File: src/rtl/fifo_sync_param.sv
// Single-clock FIFO with first-word-fall-through read data, occupancy flags,
// a synchronous flush and sticky overflow/underflow indicators.
module fifo_sync_param #(
  parameter int unsigned WIDTH    = 32,
  parameter int unsigned DEPTH    = 8,
  parameter int unsigned AF_LEVEL = 6,
  parameter int unsigned AE_LEVEL = 2,
  localparam int unsigned CW      = $clog2(DEPTH) + 1
) (
  input  logic             clock,
  input  logic             reset,
  input  logic             clear,
  input  logic             wr,
  input  logic [WIDTH-1:0] data_in,
  input  logic             rd,
  output logic [WIDTH-1:0] data_out,
  output logic             full,
  output logic             empty,
  output logic             almost_full,
  output logic             almost_empty,
  output logic [CW-1:0]    count,
  output logic             overflow,
  output logic             underflow
);

  localparam int unsigned AW = $clog2(DEPTH);

  logic [WIDTH-1:0] mem_q [DEPTH];
  logic [AW-1:0]    wr_ptr_q, wr_ptr_d;
  logic [AW-1:0]    rd_ptr_q, rd_ptr_d;
  logic [CW-1:0]    count_q, count_d;
  logic             overflow_q, overflow_d;
  logic             underflow_q, underflow_d;

  logic empty_s, full_s, rd_ok, wr_ok, flush;

  assign empty_s = (count_q == '0);
  assign full_s  = (count_q == CW'(DEPTH));
  assign flush   = reset | clear;

  // A read frees a slot in the same edge, so a full FIFO can still take a write alongside it.
  assign rd_ok = rd & ~empty_s;
  assign wr_ok = wr & (~full_s | rd_ok);

  always_comb begin
    wr_ptr_d    = wr_ptr_q;
    rd_ptr_d    = rd_ptr_q;
    count_d     = count_q;
    overflow_d  = overflow_q;
    underflow_d = underflow_q;

    if (flush) begin
      wr_ptr_d    = '0;
      rd_ptr_d    = '0;
      count_d     = '0;
      overflow_d  = 1'b0;
      underflow_d = 1'b0;
    end else begin
      if (wr_ok) begin
        wr_ptr_d = wr_ptr_q + AW'(1);
      end
      if (rd_ok) begin
        rd_ptr_d = rd_ptr_q + AW'(1);
      end
      unique case ({wr_ok, rd_ok})
        2'b10:   count_d = count_q + CW'(1);
        2'b01:   count_d = count_q - CW'(1);
        default: count_d = count_q;
      endcase
      if (wr && !wr_ok) begin
        overflow_d = 1'b1;
      end
      if (rd && !rd_ok) begin
        underflow_d = 1'b1;
      end
    end
  end

  always_ff @(posedge clock) begin
    wr_ptr_q    <= wr_ptr_d;
    rd_ptr_q    <= rd_ptr_d;
    count_q     <= count_d;
    overflow_q  <= overflow_d;
    underflow_q <= underflow_d;
  end

  // Storage is never reset; flushing only rewinds the pointers.
  always_ff @(posedge clock) begin
    if (!flush && wr_ok) begin
      mem_q[wr_ptr_q] <= data_in;
    end
  end

  assign data_out     = empty_s ? '0 : mem_q[rd_ptr_q];
  assign full         = full_s;
  assign empty        = empty_s;
  assign almost_full  = (count_q >= CW'(AF_LEVEL));
  assign almost_empty = (count_q <= CW'(AE_LEVEL));
  assign count        = count_q;
  assign overflow     = overflow_q;
  assign underflow    = underflow_q;

endmodule

File: config.mk
export PLATFORM = sky130hd
export DESIGN_NAME = fifo_sync_param
export DESIGN_NICKNAME = d
export VERILOG_FILES = /design/src/rtl/fifo_sync_param.sv
export SDC_FILE = /design/constraint.sdc
export NUM_CORES = 1
export LEC_CHECK = 0
export CAP_MARGIN = 10
export CORE_MARGIN = 1
export CORE_UTILIZATION = 55
export CTS_BUF_LIST = sky130_fd_sc_hd__clkbuf_4 sky130_fd_sc_hd__clkbuf_8
export CTS_CLUSTER_DIAMETER = 60
export DETAILED_ROUTE_END_ITERATION = 8
export PLACE_DENSITY = 0.79
export SLEW_MARGIN = 20
export SYNTH_ARGS = -nofsm -noshare
export SYNTH_HDL_FRONTEND = slang
export SYNTH_SLANG_ARGS = --single-unit
File: constraint.sdc
create_clock -name clock -period 4.86 [get_ports clock]
set_input_delay 1.215 -clock clock [delete_from_list [all_inputs] [get_ports clock]]
set_output_delay 1.215 -clock clock [all_outputs]
set_load 0.03 [all_outputs]
======== After elaboration in Yosys (flattened, before gate mapping) ========
Memory sizes are Yosys's and may differ from the RTL's. A register that Yosys moved wholly into a read port is not among the register bits.
Cells that the tools add are included.
W data, S select, Z words.
operators by class
  add/sub/neg operators ................... 4
  magnitude comparators ................... 2
  equal/unequal tests ..................... 3
  muxes and demuxes ....................... 6
  bitwise gates (word level) .............. 6
  reductions and logical operators ........ 8
operators with widths
  kind                   number
  $mux W32               1
  $pmux W4 S2            1
  $add A3 B1 Y3 const B  2
  $mux W3                2
  $add A4 B1 Y4 const B  1
  $eq A4 B4 Y1 const B   1
  $ge A4 B3 Y1 const B   1
  $le A4 B2 Y1 const B   1
  $logic_not A4 Y1       1
  $sub A4 B1 Y4 const B  1
  $logic_and A1 B1 Y1    3
  $logic_not A1 Y1       3
  $and A1 B1 Y1          2
  $eq A2 B1 Y1 const B   1
  $eq A2 B2 Y1 const B   1
  $mux W1                2
  $not A1 Y1             2
  $or A1 B1 Y1           2
  $reduce_bool A2 Y1     1
word-level totals
  bits in registers ....................... 12
  bits in writable memories ............... 256
  bits of input ports ..................... 37
  output and inout bits ................... 42
  logic and storage cells ................. 35
  memories ................................ 1
memories
  memory  depth  bits a word  rd ports  clocked after memory_dff  wr ports  line  text
  mem_q   8      32           1         1                         1         28    logic [WIDTH-1:0] mem_q [DEPTH];

======== Logic depth before layout (Yosys ltp) ========
Gate-level depths: netlist of the first run.
  depth after elaboration ................. 8
  depth in mapped cells ................... 10
  gate-level depth less buffers ........... 9

======== Least setup slack after synthesis of the first run ========
No wires, ideal clock.
  path type ............................... input -> register
  from .................................... input port clear
  to ...................................... memory mem_q[0][0] (enable)
  arrival ................................. 4292 ps
  slack ................................... 107 ps
  stages .................................. 4
  cell sequence ........................... or2_2 > clkbuf_1 > or3_2 > nor3_1
between the ends
  longest elaborated chain between the ends .. 5
RTL lines
  element                        line  text
  from (decl)                    12    input logic clear,
  $or A1 B1 Y1                   39    assign flush = reset | clear;
  $logic_not A1 Y1               89    if (!flush && wr_ok) begin
  $logic_and A1 B1 Y1            89
  $mux W1                        89
  $mux W1 (implied by the code)  90    mem_q[wr_ptr_q] <= data_in;
  to (decl)                      28
No other way between the ends.

==> results of run 1 <==
## how the worst max path moves through the flow
stage,start,end,slack [ps],cells past startpoint
CTS,flip-flop,data_out[10],550,5
global placement,rd,mem_q[6][5],1020,5
floorplan,clear,mem_q[0][0],110,4
finish,flip-flop,data_out[10],630,5
global route,flip-flop,data_out[10],430,5
detailed placement,rd,mem_q[6][7],930,5
## worst max-delay path: cells and delay by family, from the launching register on
family / cells / cell delay [ps]
buf+inv: 2 / 1030
mux: 2 / 750
flops: 1 / 630
simple gates: 1 / 50
## logic make-up (layout without fill, tap and decap cells)
| group | Yosys count | in the layout | synth area share, % |
|---|---|---|---|
| compound gates | 11 | 11 | 0.972 |
| buf+inv | 34 | 177 | 1.68 |
| mux | 100 | 100 | 17.1 |
| xor+xnor | 7 | 7 | 0.581 |
| flops | 271 | 271 | 75.6 |
| simple gates | 75 | 75 | 3.39 |
| fa+ha+maj | 5 | 5 | 0.664 |
## per-layer routing
layer	share of wire [%]	wire length (um)	vias up	GRT usage, %
met3	5.3	1040	34	4.92
met5	0.066	13	-	0
met2	51	9990	150	35.6
met1	42	8280	2670	27.9
met4	1.9	378	2	6.18
li1	-	-	2261	-
## cells in the mapped netlist (3+ instances only)
cell	number	area (um2)
mux4_2	64	1440
xor2_1	3	26.3
edfxtp_1	256	7690
buf_4	7	52.6
clkbuf_1	6	22.5
dfxtp_1	15	300
mux2i_1	36	360
a21oi_1	3	15.0
buf_1	8	30.0
nand2b_1	3	18.8
ha_1	4	50.1
buf_2	3	15.0
nor2_1	51	191
nand2_1	4	15.0
inv_1	6	22.5
nor3_1	3	15.0
xnor2_1	4	35.0
## layout make-up
cell class / instances / area (um2) / share of cell area, %
Clock buffer: 59 / 724 / 5.78
Timing Repair Buffer: 95 / 933 / 7.44
Tap cell: 234 / 293 / 2.33
Multi-Input combinational cell: 198 / 2450 / 19.5
Inverter: 6 / 22.5 / 0.180
Sequential cell: 271 / 7990 / 63.7
Clock inverter: 17 / 129 / 1.03
## flip-flops by register name (all words and copies together) (netlist names), named ones only
name	flops
mem_q	256
rd_ptr_q	3
underflow	1
count	4
overflow	1
wr_ptr_q	3
## report_power, final
part	switching (mW)	total, mW	internal, mW	leakage [nW]
Clock	0.842	1.91	1.07	0.450
Combinational	0.172	0.303	0.132	1.04
Sequential	0.0136	2.58	2.57	2.43
## metrics by stage
stage | hold slack [ps] | cell area [um2] | total power [mW] | util [%]
finish | 498 | 12500 | 4.80 | 66.8
global route | 532 | 12500 | 4.96 | 66.8
global placement | 454 | 11700 | 2.93 | 62.3
detailed placement | 467 | 11700 | 2.94 | 62.3
floorplan | 485 | 10600 | 2.80 | -
CTS | 488 | 12500 | 4.84 | 66.8
==> impl_metrics.tcl, run 1 <==
set metrics [dict create \
    r2r_cells 10 \
    ys_types 38 \
    cts_buffer_depth 3 \
    ys_ff_latch 271 \
    final_cells 880 \
    nets 656 \
    ff2ff_setup_slack_ps 2110 \
    hold_path_class "reg2reg" \
    die_x_um 141 \
    dr_total_vias 5117 \
    setup_violations 0 \
    layout_common_cells "256 x edfxtp_1, 78 x clkdlybuf4s50_1, 64 x mux4_2" \
    final-max-slew-violation-count 0 \
    powerDensity_nw_per_um2 382 \
    min_period_over_period_pct 87.0 \
    die_y_um 141 \
    cts_tree "done" \
    clock-sinks 271 \
    tightest_slew_ps 765 \
    drt_pass1_iterations 4 \
    clock_skew_ps 24.6 \
    worstPathMaxFanout 21 \
    antenna_left 0 \
    synth_edf_count 256 \
    routabilityCongestion 0.762 \
    place_inst 804 \
    cts.hold.buffers_added 0 \
    dp_hpwl_um 11400 \
    drive_above_1_share_pct 25.7 \
    rows 50 \
    end_kind "primary output" \
    antenna_found_initial 1 \
    ir_drop_uv 289 \
    die_area_um2 19800 \
    synth.net_count 545 \
    cts-root-buf "clkbuf_8" \
    syn_area_per_cell_um2 21.0 \
    grt_max_degree 39 \
    synth_cells 503 \
    syn-cell-area_um2 10600 \
    path_cells "buf_4 > mux4_2 > mux2i_1 > nor2_1 > clkdlybuf4s50_1" \
    dpl_worst_slack_ps 927 \
    r2r-end "count[3]" \
    status "complete, no violations" \
    tns_ps 0 \
    final_common_cell "edfxtp_1" \
    crit_slowest_cell "dfxtp_4" \
    insertion_delay_ps 540 \
    fill_cells 1208 \
    coreArea_um2 18800 \
    clk_pin_slew_ps 60 \
    port_buffers 78 \
    cts_resized 0 \
    drtIter0Drc 374 \
    grt_pass1_wl_um 31000 \
    required_ps 3640 \
    start_util_pct 56.3 \
    io_pins 79 \
    finalCriticalPeriod_ps 4230 \
    rsz0062_at_grt "false" \
    critPathMaxStageDelay_ps 630 \
    numCtsBuffers 42 \
    hold_depth 2 \
    arrival_ps 3020 \
    fmax_mhz 236 \
    drc 0 \
    synthToLayoutAreaGrowth_pct 18.8 \
    drt-total-wl_um 19700 \
    max_slew_margin_pct 49.0 \
    grt-ovfl-total 0 \
    antennaDiodeCount 0 \
    critPathLaunchType "flip-flop" \
    r2r-start "count[0]" \
    leakage_nw 3.91 \
    wl_per_cell_um 22.4 \
    grt_usage_pct 21.2 \
    synthArstFlopShare_pct 0 \
    hold_violations 0 \
    htree_levels 2 \
    grt_pass1_vias 5534 \
    crit_type "reg2out" \
    min_to "underflow" \
    yosysSeqAreaShare_pct 75.6 \
    setup_ws_ps 630 \
    max_cap_viol_count 0 \
    synth_flop_cell "edfxtp_1" \
    ys_warn_count 0 \
    cts_setup_buffers 0 \
    min_from "underflow" \
    routed_via_density 5.81 \
]
Note: power is estimated with default switching activity, not from simulation.
==> run 2, diff against run 1 <==
Settings changed: ABC_AREA set to 1, CTS_CLUSTER_DIAMETER 60 to 30, PLACE_DENSITY 0.79 to 0.78, SKIP_LAST_GASP set to 1.
==> impl_metrics.tcl, run 2 <==
set metrics [dict create \
    fmax_mhz 237 \
    numCtsBuffers 47 \
    rows 50 \
    die_y_um 142 \
    hold_depth 2 \
    synth_edf_count 256 \
    synthTopCellsByCount "256 x edfxtp_1, 243 x nor2_1, 105 x o21ai_0" \
    final-max-slew-violation-count 0 \
    min_period_over_period_pct 86.9 \
    setup_violations 0 \
    clk_pin_slew_ps 50 \
    routed_via_density 5.51 \
    syn_area_per_cell_um2 12.5 \
    die_area_um2 20300 \
    setup_ws_ps 635 \
    arrival_ps 3010 \
    clock-sinks 271 \
    synth.net_count 909 \
    grt_pass1_vias 6767 \
    synthToLayoutAreaGrowth_pct 18.9 \
    grt-ovfl-total 0 \
    hold_path_class "reg2reg" \
    synth_top_area_cell "edfxtp_1" \
    start_util_pct 57.0 \
    cts_setup_buffers 0 \
    ys_warn_count 0 \
    cts-root-buf "clkbuf_8" \
    synth_cells 867 \
    ys_ff_latch 271 \
    io_pins 79 \
    nets 1008 \
    largest_reg_flops 256 \
    dpl_worst_slack_ps 1200 \
    r2r_cells 7 \
    synth_flop_cell "edfxtp_1" \
    die_x_um 142 \
    grt_usage_pct 22.6 \
    powerDensity_nw_per_um2 398 \
    wl_per_cell_um 17.5 \
    antenna_found_initial 0 \
    crit_slowest_cell "clkdlybuf4s50_1" \
    top_register "mem_q" \
    status "complete, no violations" \
    cts.hold.buffers_added 0 \
    syn-cell-area_um2 10800 \
    max_slew_margin_pct 54.5 \
    cts_resized 0 \
    grt_max_degree 71 \
    ys_types 28 \
    multi_input_area_um2 2500 \
    end_kind "primary output" \
    critPathMaxStageDelay_ps 720 \
    coreArea_um2 19000 \
    hold_violations 0 \
    grt_pass1_wl_um 34600 \
    finalCriticalPeriod_ps 4220 \
    yosysTopAreaCellShare_pct 71.0 \
    critPathLaunchType "flip-flop" \
    fill_cells 1376 \
    seqCellArea_um2 7990 \
    drtIter0Drc 565 \
    cts_buffer_depth 3 \
    layout_common_cells "256 x edfxtp_1, 239 x nor2_1, 105 x o21ai_0" \
    htree_levels 2 \
    cts_tree "done" \
    final_common_cell "edfxtp_1" \
    required_ps 3640 \
    antenna_left 0 \
    crit_type "reg2out" \
    yosysSeqAreaShare_pct 73.7 \
    antennaDiodeCount 0 \
    drt-total-wl_um 22100 \
    max_cap_viol_count 0 \
    drc 0 \
    worstPathMaxFanout 38 \
    clock_skew_ps 25.8 \
    synth_most_common_cell "edfxtp_1" \
    tightest_slew_ps 682 \
    port_buffers 78 \
    dr_total_vias 6953 \
    insertion_delay_ps 550 \
    rsz0062_at_grt "false" \
    ir_drop_uv 354 \
    yosys-top-cells-area "edfxtp_1 71%, nor2_1 8.4%, o21ai_0 4.9%, dfxtp_1 2.8%, o211ai_1 2.2%" \
    path_cells "buf_4 > o21ai_0 > o211ai_1 > nand2_1 > nor2_1 > clkdlybuf4s50_1" \
    dp_hpwl_um 12300 \
    synthArstFlopShare_pct 0 \
    leakage_nw 4.37 \
    tns_ps 0 \
    drive_above_1_share_pct 12.3 \
    routabilityCongestion 0.771 \
    drt_pass1_iterations 5 \
]
## run 2: changes by cell type after synthesis, sizes merged, moves of 4 or more
cell	delta
nor2	+194
o21ai	+136
mux4	-64
nand2	+45
mux2i	-36
o22ai	+32
o211ai	+31
inv	+15
buf	+13
clkbuf	+11
a21oi	+4
## run 2: per-layer routing
| metal | global-route usage [%] | vias up | part of all wire [%] |
|---|---|---|---|
| met1 | 29.5 | 3355 | 42 |
| met5 | 0 | - | 0 |
| met3 | 3.87 | 41 | 6.1 |
| met4 | 9.28 | 0 | 2.1 |
| li1 | - | 3326 | - |
| met2 | 37.6 | 231 | 49 |
## run 2: worst max-delay path: cells and delay by family, from the launching register on
family                 cells  cell delay [ps]
DFF                        1              650
buffers and inverters      2             1170
AOI/OAI and AO/OA          2              390
and+or+nand+nor            2              270
## run 2: logic make-up (layout without fill, tap and decap cells)
group	after synthesis	count (layout)	share of synthesized area (%)
xor+xnor	1	1	0.0809
buf+inv	73	209	3.64
simple gates	306	306	11.0
fa+ha+maj	5	5	0.647
flops	271	271	73.7
compound gates	211	211	10.9
## run 2: per-stage QoR
stage                     cell area, um2  cells  power [mW]  utilization [%]  hold slack (ps)
after CTS                          12900   1263        5.16             67.7              463
final                              12900   1263        5.12             67.7              451
after detailed placement           11900   1177        3.04             62.5              457
after global routing               12900   1263        5.30             67.7              495
after global placement             11900   1177        3.04             62.5              440
after floorplan                    10800    867        2.87                -              433
## run 2: cell type report
class,count,share of cell area [%]
Sequential cell,271,62.1
Multi-Input combinational cell,523,19.4
Timing Repair Buffer,102,7.66
Clock buffer,58,5.71
Tap cell,260,2.53
Clock inverter,28,1.98
Inverter,21,0.622
## run 2: power breakdown
group | internal (mW) | total (mW) | switching, mW
clock | 1.22 | 2.13 | 0.903
combinational | 0.146 | 0.411 | 0.265
sequential | 2.57 | 2.58 | 0.0109
## run 2: worst paths after layout
path,slack [ps],from,to
setup / recovery,640,flip-flop,data_out[31]
hold / removal,450,rd_ptr_q[2],flip-flop
setup reg to reg,2530,count[1],mem_q[3][4]
hold reg to reg,450,rd_ptr_q[2],flip-flop
==> run 3, diff against run 2 <==
Settings changed: SETUP_SLACK_MARGIN set to 0.15.
==> results of run 3 <==
The final DEF is identical to that of run 2; final timing and power are the same.
